==> src/rtl/multicycle_pkg.sv <==
// Shared state encodings, instruction-class constants and control word
// for the multicycle controller.
package multicycle_pkg;

  typedef enum logic [3:0] {
    FETCH    = 4'd0,
    DECODE   = 4'd1,
    MEMADR   = 4'd2,
    MEMREAD  = 4'd3,
    MEMWB    = 4'd4,
    MEMWRITE = 4'd5,
    EXECR    = 4'd6,
    EXECI    = 4'd7,
    ALUWB    = 4'd8,
    BRANCH   = 4'd9
  } state_t;

  localparam logic [1:0] OP_LDR = 2'b00;
  localparam logic [1:0] OP_STR = 2'b01;
  localparam logic [1:0] OP_B   = 2'b10;
  localparam logic [1:0] OP_DP  = 2'b11;

  typedef struct packed {
    logic       irwrite;
    logic       nextpc;
    logic       adrsrc;
    logic       alusrca;
    logic [1:0] alusrcb;
    logic [1:0] resultsrc;
    logic       aluop;
    logic       regw;
    logic       memw;
    logic       branch;
  } ctrl_t;

endpackage

==> src/rtl/mc_output_decoder.sv <==
// Combinational state-to-control-word decode plus Op-driven immediate and
// register-address selects.
module mc_output_decoder
  import multicycle_pkg::*;
(
  input  state_t     state,
  input  logic       memready,
  input  logic [1:0] op,
  output ctrl_t      ctrl,
  output logic [1:0] immsrc,
  output logic [1:0] regsrc
);

  always_comb begin
    ctrl = '0;
    case (state)
      FETCH: begin
        ctrl.alusrca   = 1'b1;
        ctrl.alusrcb   = 2'b10;
        ctrl.resultsrc = 2'b10;
        ctrl.irwrite   = memready;
        ctrl.nextpc    = memready;
      end
      DECODE: begin
        ctrl.alusrca   = 1'b1;
        ctrl.alusrcb   = 2'b10;
        ctrl.resultsrc = 2'b10;
      end
      MEMADR: begin
        ctrl.alusrcb = 2'b01;
      end
      MEMREAD: begin
        ctrl.adrsrc = 1'b1;
      end
      MEMWB: begin
        ctrl.resultsrc = 2'b01;
        ctrl.regw      = 1'b1;
      end
      MEMWRITE: begin
        ctrl.adrsrc = 1'b1;
        ctrl.memw   = 1'b1;
      end
      EXECR: begin
        ctrl.aluop = 1'b1;
      end
      EXECI: begin
        ctrl.alusrcb = 2'b01;
        ctrl.aluop   = 1'b1;
      end
      ALUWB: begin
        ctrl.regw = 1'b1;
      end
      BRANCH: begin
        ctrl.alusrcb   = 2'b01;
        ctrl.resultsrc = 2'b10;
        ctrl.branch    = 1'b1;
      end
      default: ctrl = '0;
    endcase
  end

  always_comb begin
    immsrc = 2'b00;
    regsrc = 2'b00;
    case (op)
      OP_LDR: begin immsrc = 2'b01; regsrc = 2'b00; end
      OP_STR: begin immsrc = 2'b01; regsrc = 2'b10; end
      OP_B:   begin immsrc = 2'b10; regsrc = 2'b01; end
      default: begin immsrc = 2'b00; regsrc = 2'b00; end
    endcase
  end

endmodule

==> src/rtl/multicycle_fsm.sv <==
// Multicycle processor main controller: state register and next-state logic,
// with the control word produced by mc_output_decoder.
module multicycle_fsm
  import multicycle_pkg::*;
(
  input  logic       clk,
  input  logic       reset,
  input  logic [1:0] Op,
  input  logic [5:0] Funct,
  input  logic       MemReady,
  output logic       IRWrite,
  output logic       NextPC,
  output logic       AdrSrc,
  output logic       ALUSrcA,
  output logic [1:0] ALUSrcB,
  output logic [1:0] ResultSrc,
  output logic       ALUOp,
  output logic       RegW,
  output logic       MemW,
  output logic       Branch,
  output logic [1:0] ImmSrc,
  output logic [1:0] RegSrc,
  output logic [3:0] State
);

  state_t state_q;
  state_t state_d;
  state_t dec_state;
  ctrl_t  ctrl;
  logic   unused_funct;

  assign unused_funct = ^Funct[4:0];

  always_comb begin
    state_d = FETCH;
    case (state_q)
      FETCH:    state_d = MemReady ? DECODE : FETCH;
      DECODE: begin
        case (Op)
          OP_LDR, OP_STR: state_d = MEMADR;
          OP_B:           state_d = BRANCH;
          default:        state_d = Funct[5] ? EXECI : EXECR;
        endcase
      end
      MEMADR: begin
        case (Op)
          OP_LDR:  state_d = MEMREAD;
          OP_STR:  state_d = MEMWRITE;
          default: state_d = FETCH;
        endcase
      end
      MEMREAD:  state_d = MemReady ? MEMWB : MEMREAD;
      MEMWB:    state_d = FETCH;
      MEMWRITE: state_d = MemReady ? FETCH : MEMWRITE;
      EXECR:    state_d = ALUWB;
      EXECI:    state_d = ALUWB;
      ALUWB:    state_d = FETCH;
      BRANCH:   state_d = FETCH;
      default:  state_d = FETCH;
    endcase
  end

  always_ff @(posedge clk) begin
    if (reset) state_q <= FETCH;
    else       state_q <= state_d;
  end

  // While reset is held the decoder sees FETCH with MemReady masked, so the
  // mux selects read as FETCH and every enable stays low.
  assign dec_state = reset ? FETCH : state_q;

  mc_output_decoder u_dec (
    .state    (dec_state),
    .memready (MemReady & ~reset),
    .op       (Op),
    .ctrl     (ctrl),
    .immsrc   (ImmSrc),
    .regsrc   (RegSrc)
  );

  assign IRWrite   = ctrl.irwrite;
  assign NextPC    = ctrl.nextpc;
  assign AdrSrc    = ctrl.adrsrc;
  assign ALUSrcA   = ctrl.alusrca;
  assign ALUSrcB   = ctrl.alusrcb;
  assign ResultSrc = ctrl.resultsrc;
  assign ALUOp     = ctrl.aluop;
  assign RegW      = ctrl.regw;
  assign MemW      = ctrl.memw;
  assign Branch    = ctrl.branch;
  assign State     = state_q;

endmodule
==> config.mk <==
export PLATFORM = sky130hd
export DESIGN_NAME = multicycle_fsm
export DESIGN_NICKNAME = d
export VERILOG_FILES = /design/src/rtl/multicycle_pkg.sv /design/src/rtl/mc_output_decoder.sv /design/src/rtl/multicycle_fsm.sv
export SDC_FILE = /design/constraint.sdc
export NUM_CORES = 1
export LEC_CHECK = 0
export BUFFER_PORTS_ARGS = -buffer_cell sky130_fd_sc_hd__buf_2
export CAP_MARGIN = 10
export CORE_AREA = 2 2 39 41
export CTS_CLUSTER_SIZE = 10
export DETAILED_ROUTE_END_ITERATION = 12
export DIE_AREA = 0 0 41 43
export PLACE_DENSITY = 0.66
export SETUP_SLACK_MARGIN = 0.2
export SYNTH_ARGS = -nofsm -noshare
export SYNTH_HDL_FRONTEND = slang
export SYNTH_SLANG_ARGS = --single-unit
==> constraint.sdc <==
create_clock -name clk -period 3.12 [get_ports clk]
set_clock_uncertainty 0.15 [all_clocks]
set_input_delay 0.624 -clock clk [delete_from_list [all_inputs] [get_ports clk]]
set_output_delay 0.624 -clock clk [all_outputs]
set_load 0.02 [all_outputs]
Yosys cells after proc, flatten, opt, wreduce, memory -nomap -nowiden
Cells that the tools add are included.
- output and inout port bits: 20
- input bits: 11
- flip-flop bits (word level): 4
- word-level logic and storage cells: 50
- reductions and logical operators: 11
- multiplexer cells: 19
- eq/ne operators: 17
- bitwise operators: 2
- operators by type and width (cell ; count):
    equality test 4 x 3 -> 1 bit, second input constant ; 7
    case mux 4 bit (6 select lines) ; 1
    equality test 4 x 2 -> 1 bit, second input constant ; 4
    case mux 2 bit (2 select lines) ; 4
    OR reduction 2 bit ; 6
    equality test 4 x 1 -> 1 bit, second input constant ; 2
    equality test 4 bit, second input constant ; 2
    logical NOT 4 bit ; 2
    2-to-1 mux 1 bit ; 8
    case mux 4 bit (2 select lines) ; 1
    2-to-1 mux 3 bit ; 2
    case mux 3 bit (2 select lines) ; 1
    OR reduction 3 bit ; 2
    2-to-1 mux 4 bit ; 1
    equality test 2 x 1 -> 1 bit, second input constant ; 1
    equality test 2 bit, second input constant ; 1
    logical NOT 2 bit ; 1
    2-to-1 mux 2 bit ; 1
    AND 1 bit ; 1
    inverter 1 bit ; 1

Depth between registers and ports, before layout
- word-level depth: 4
- depth in mapped cells: 5
- mapped depth without buffers: 3

Cells and area by module
Synthesis repeated with hierarchy kept, for this count alone.
- cells, all modules: 65
- area, all modules: 500.5 µm²
- by module, submodules not included (module ; sequential area each (µm²) ; area an instance (µm²) ; cells an instance ; times used):
    multicycle_fsm ; 80.1 ; 325.3 ; 40 ; 1
    mc_output_decoder ; 0.0 ; 175.2 ; 25 ; 1

Worst setup path after synthesis
Ideal clock, no wire load.
- path type: input -> output
- start: in reset
- end: out AdrSrc
- path buffers: 1
- arrival time: 1.598 ns
- required time: 2.346 ns
- stages: 2
- slack: 0.748 ns
- cells stage by stage: clkbuf_1 -> nor4b_1
- longest elaborated chain between the ends: 4
- elaborated cells between the ends (all ways): 5
- classes of those cells: eq/ne (2); mux (2); reduce/logical (1)
- RTL lines (element ; RTL line ; RTL):
    start, declared ; multicycle_fsm.sv:7 ; input logic reset,
    2-to-1 mux 4 bit (*) ; multicycle_fsm.sv:70 ; assign dec_state = reset ? FETCH : state_q;
    equality test 4 x 2 -> 1 bit or equality test 4 x 3 -> 1 bit (tied branches) ; mc_output_decoder.sv:16 ; case (state)
    OR reduction 2 bit (no line) (*) ; n/a ;
    2-to-1 mux 1 bit (*) ; mc_output_decoder.sv:16 ;
    end, declared ; multicycle_fsm.sv:13 ; output logic AdrSrc,
Every way passes the cells marked *; elsewhere a longest branch is shown, timed or not.

Worst setup path in the final report
- start: reg state_q[1], in the netlist State[1]
- end: out ALUSrcB[0]
- longest elaborated chain between the ends: 4
- elaborated cells between the ends (all ways): 9
- classes of those cells: eq/ne (4); mux (2); reduce/logical (3)
- RTL lines (element ; RTL line ; RTL):
    start, declared ; multicycle_fsm.sv:26 ; state_t state_q;
    start signal, assigned ; multicycle_fsm.sv:65 ; else state_q <= state_d;
    2-to-1 mux 4 bit (*) ; multicycle_fsm.sv:70 ;
    equality test 4 x 2 -> 1 bit, or another cell as far along ; mc_output_decoder.sv:16 ;
    OR reduction 3 bit (no line) or OR reduction 2 bit (tied branches) ; n/a ;
    case mux 2 bit (2 select lines) (*) ; mc_output_decoder.sv:16 ;
    end, declared ; multicycle_fsm.sv:15 ; output logic [1:0] ALUSrcB,
Marked as above.

==> insert_results.sql <==
INSERT INTO impl_metrics (metric_group, metric, value, unit) VALUES
('layout', 'layout-area-overhead-vs-synth', '25.6', '%'),
('die', 'fp.coreArea', '1380', 'sq um'),
('layout', 'max_ffs_per_register', '4', ''),
('grt', 'overflow', '0', ''),
('layout', 'fin_nets', '97', ''),
('routing', 'ant_nets', '0', ''),
('routing', 'drt-pass1-iter-count', '2', ''),
('routing', 'vias', '516', ''),
('routing', 'highest_layer', 'met4', ''),
('sta', 'worst-slew-pin-transition', '0.555', 'ns'),
('die', 'chipWidth', '41', 'um'),
('die', 'ios', '31', ''),
('power_and_ir_drop', 'max-vdd-ir-drop', '0.000143', 'V'),
('cts', 'clock_tree.root_cell', 'sky130_fd_sc_hd__clkbuf_4', ''),
('worst_hold_path', 'hp-class', 'input port to flop', ''),
('routing', 'met3RoutedLength', '60', 'um'),
('cts', 'cts_inserted_buffers', '3', ''),
('grt', 'globalRouteTotalUtil', '13.7', '%'),
('critical_path', 'endpoint', 'ALUSrcB[0]', ''),
('power_and_ir_drop', 'power.switching', '0.0726', 'mW'),
('logic_synthesis', 'synth_compound_gate_area_share', '22.4', '%'),
('cts', 'cts_resized', '0', ''),
('logic_synthesis', 'synthCells', '64', ''),
('logic_synthesis', 'seq_area_frac_synth', '17.3', '%'),
('placed_design', 'dpl.hpwl', '799', 'um'),
('layout', 'fill_cells', '146', ''),
('routing', 'avgViaCountPerCell', '5.16', ''),
('critical_path', 'worstPathRequired', '2.35', 'ns'),
('critical_path', 'rr_startpoint', 'State[0]', ''),
('layout', 'layout.cells.most_common', 'sky130_fd_sc_hd__buf_2', ''),
('sta', 'finalSetupViolCount', '0', ''),
('die', 'core.rowCount', '14', ''),
('grt', 'first_global_vias', '392', ''),
('grt', 'grt_max_degree', '20', ''),
('cts', 'clkSlewWorstSetupHoldPaths', '0.04', 'ns'),
('power_and_ir_drop', 'static_power_due_to_leakage', '0.275', 'nW'),
('critical_path', 'worstPathMaxFanout', '18', ''),
('critical_path', 'worst_setup_path_startpoint', 'State[1]', ''),
('routing', 'wirelength', '1.14', 'mm'),
('grt', 'wire_length_of_the_first_global_routing_pass', '1.70', 'mm'),
('critical_path', 'reg2reg_setup_slack', '1.65', 'ns'),
('layout', 'register_area', '80.1', 'sq um'),
('logic_synthesis', 'mux_cell_area_share_after_synthesis', '0', '%'),
('sta', 'fin_setup_tns', '0', 'ns'),
('logic_synthesis', 'syn_area_per_cell', '7.25', 'sq um'),
('routing', 'post-route-drc-count', '0', ''),
('critical_path', 'critPathArrivalTime', '1.73', 'ns'),
('layout', 'layout_cells_sized_above_1', '35.7', '%'),
('logic_synthesis', 'post_synth_num_cell_types', '31', ''),
('cts', 'cts-root-to-sink-buffers', '2', ''),
('logic_synthesis', 'main_combinational_cell_family_by_area_after_synthesis', 'simple AND/OR/NAND/NOR gates', ''),
('routing', 'met2WireLength', '506', 'um'),
('critical_path', 'startpoint_type', 'flop', ''),
('grt', 'grt_antenna_before_repair', '0', ''),
('routing', 'drt_iter0_drc', '4', ''),
('status', 'run_status', 'completed', ''),
('sta', 'grt_setup_unrepaired', 'false', ''),
('cts', 'clock-sinks', '4', ''),
('logic_synthesis', 'syn-num-nets', '75', ''),
('sta', 'max_clock_freq', '399', 'MHz'),
('logic_synthesis', 'ys_ff_latch', '4', ''),
('flow_run', 'maxCapViolCount', '0', ''),
('die', 'die-height', '43', 'um'),
('cts', 'cts.repair_timing.setup_buffer_count', '0', ''),
('sta', 'final_max_slew_viol_count', '0', ''),
('cts', 'maximum_level_of_the_cts_h_tree', '1', ''),
('placed_design', 'rd_place_congestion', '0.802', ''),
('logic_synthesis', 'fraction_of_synthesized_cell_area_in_xor_and_xnor_cells', '3.77', '%'),
('sta', 'hold_viol', '0', ''),
('logic_synthesis', 'syn_area', '464', 'sq um'),
('sta', 'slew-limit-headroom', '62.9', '%');
-- area by class of cell --
cell class              count  area share (%)
clock buffers               3            3.86
multi-input cells          50            56.2
flip-flops and latches      4            13.7
inverters                   2            1.29
repair buffers             25            21.5
well taps                  16            3.43
-- synth_stat cells --
| cell type | instances | area share [%] |
|---|---|---|
| sky130_fd_sc_hd__nor2b_1 | 2 | 2.7 |
| sky130_fd_sc_hd__nor4_1 | 1 | 1.3 |
| sky130_fd_sc_hd__and3_1 | 2 | 2.7 |
| sky130_fd_sc_hd__a211o_1 | 1 | 1.9 |
| sky130_fd_sc_hd__inv_1 | 2 | 1.6 |
| sky130_fd_sc_hd__and2b_1 | 1 | 1.6 |
| sky130_fd_sc_hd__nor4b_1 | 1 | 1.9 |
| sky130_fd_sc_hd__nand2b_1 | 1 | 1.3 |
| sky130_fd_sc_hd__a21o_1 | 2 | 3.2 |
| sky130_fd_sc_hd__buf_2 | 3 | 3.2 |
| sky130_fd_sc_hd__a21oi_1 | 3 | 3.2 |
| sky130_fd_sc_hd__a31oi_1 | 1 | 1.3 |
| sky130_fd_sc_hd__or2_2 | 1 | 1.3 |
| sky130_fd_sc_hd__o211ai_1 | 1 | 1.6 |
| sky130_fd_sc_hd__a21oi_2 | 1 | 1.9 |
| sky130_fd_sc_hd__a211oi_1 | 2 | 3.2 |
| sky130_fd_sc_hd__buf_4 | 4 | 6.5 |
| sky130_fd_sc_hd__clkbuf_1 | 1 | 0.81 |
| sky130_fd_sc_hd__and3b_1 | 3 | 5.7 |
| sky130_fd_sc_hd__nor3_1 | 2 | 2.2 |
| sky130_fd_sc_hd__or3b_1 | 1 | 1.9 |
| sky130_fd_sc_hd__nand2_1 | 2 | 1.6 |
| sky130_fd_sc_hd__nand3_1 | 2 | 2.2 |
| sky130_fd_sc_hd__xnor2_1 | 2 | 3.8 |
| sky130_fd_sc_hd__nand3b_1 | 2 | 3.2 |
| sky130_fd_sc_hd__dfxtp_1 | 4 | 17 |
| sky130_fd_sc_hd__nor2_1 | 7 | 5.7 |
| sky130_fd_sc_hd__o21ai_0 | 2 | 2.2 |
| sky130_fd_sc_hd__and4b_1 | 2 | 4.3 |
| sky130_fd_sc_hd__nor3b_1 | 3 | 4.9 |
| sky130_fd_sc_hd__o2111ai_1 | 2 | 3.8 |
-- worst max-delay path, cell delays in order (launching register included) --
cell and delay [ns]:
sky130_fd_sc_hd__dfxtp_1 0.63, sky130_fd_sc_hd__or3b_1 0.41, sky130_fd_sc_hd__a21o_1 0.17, sky130_fd_sc_hd__a21oi_2 0.12, sky130_fd_sc_hd__buf_2 0.17
-- cell families after synthesis --
family,count (synthesis)
buffers and inverters,10
and+or+nand+nor,33
AOI/OAI and AO/OA,15
DFF,4
xor gates and xnor gates,2
-- power groups by stage --
| stage | sequential [mW] | combinational, mW | clock (mW) |
|---|---|---|---|
| after floorplan | 0.0624 | 0.0510 | 0 |
| after global placement | 0.0671 | 0.0616 | 0 |
| after detailed placement | 0.0674 | 0.0630 | 0 |
| after CTS | 0.0666 | 0.0632 | 0.0671 |
| after global routing | 0.0686 | 0.0689 | 0.0699 |
| final | 0.0667 | 0.0630 | 0.0661 |
-- per-stage QoR --
step	total power, mW	cell area [sq um]	std cells	utilization [%]	hold WS [ns]
after floorplan	0.113	464	64	-	0.592
after global placement	0.129	561	97	40.5	0.533
after detailed placement	0.130	561	97	40.5	0.547
after CTS	0.197	583	100	42.1	0.536
after global routing	0.207	583	100	42.1	0.555
final	0.196	583	100	42.1	0.536
-- worst min-delay path by stage --
| stage | from | to | slack, ns | cells past startpoint |
|---|---|---|---|---|
| CTS | reset | State[3] | 0.54 | 2 |
| global placement | State[0] | State[3] | 0.53 | 2 |
| finish | reset | State[3] | 0.54 | 2 |
| detailed placement | State[3] | State[3] | 0.55 | 1 |
| global route | reset | State[3] | 0.55 | 2 |
| floorplan | State[0] | State[2] | 0.59 | 3 |
-- metal layers --
layer	track usage (%)	vias up
li1	-	271
met1	18.9	226
met2	19.7	16
met3	4.71	3
met4	4.00	0
met5	0	-
Power figures use the tool's default switching activity.
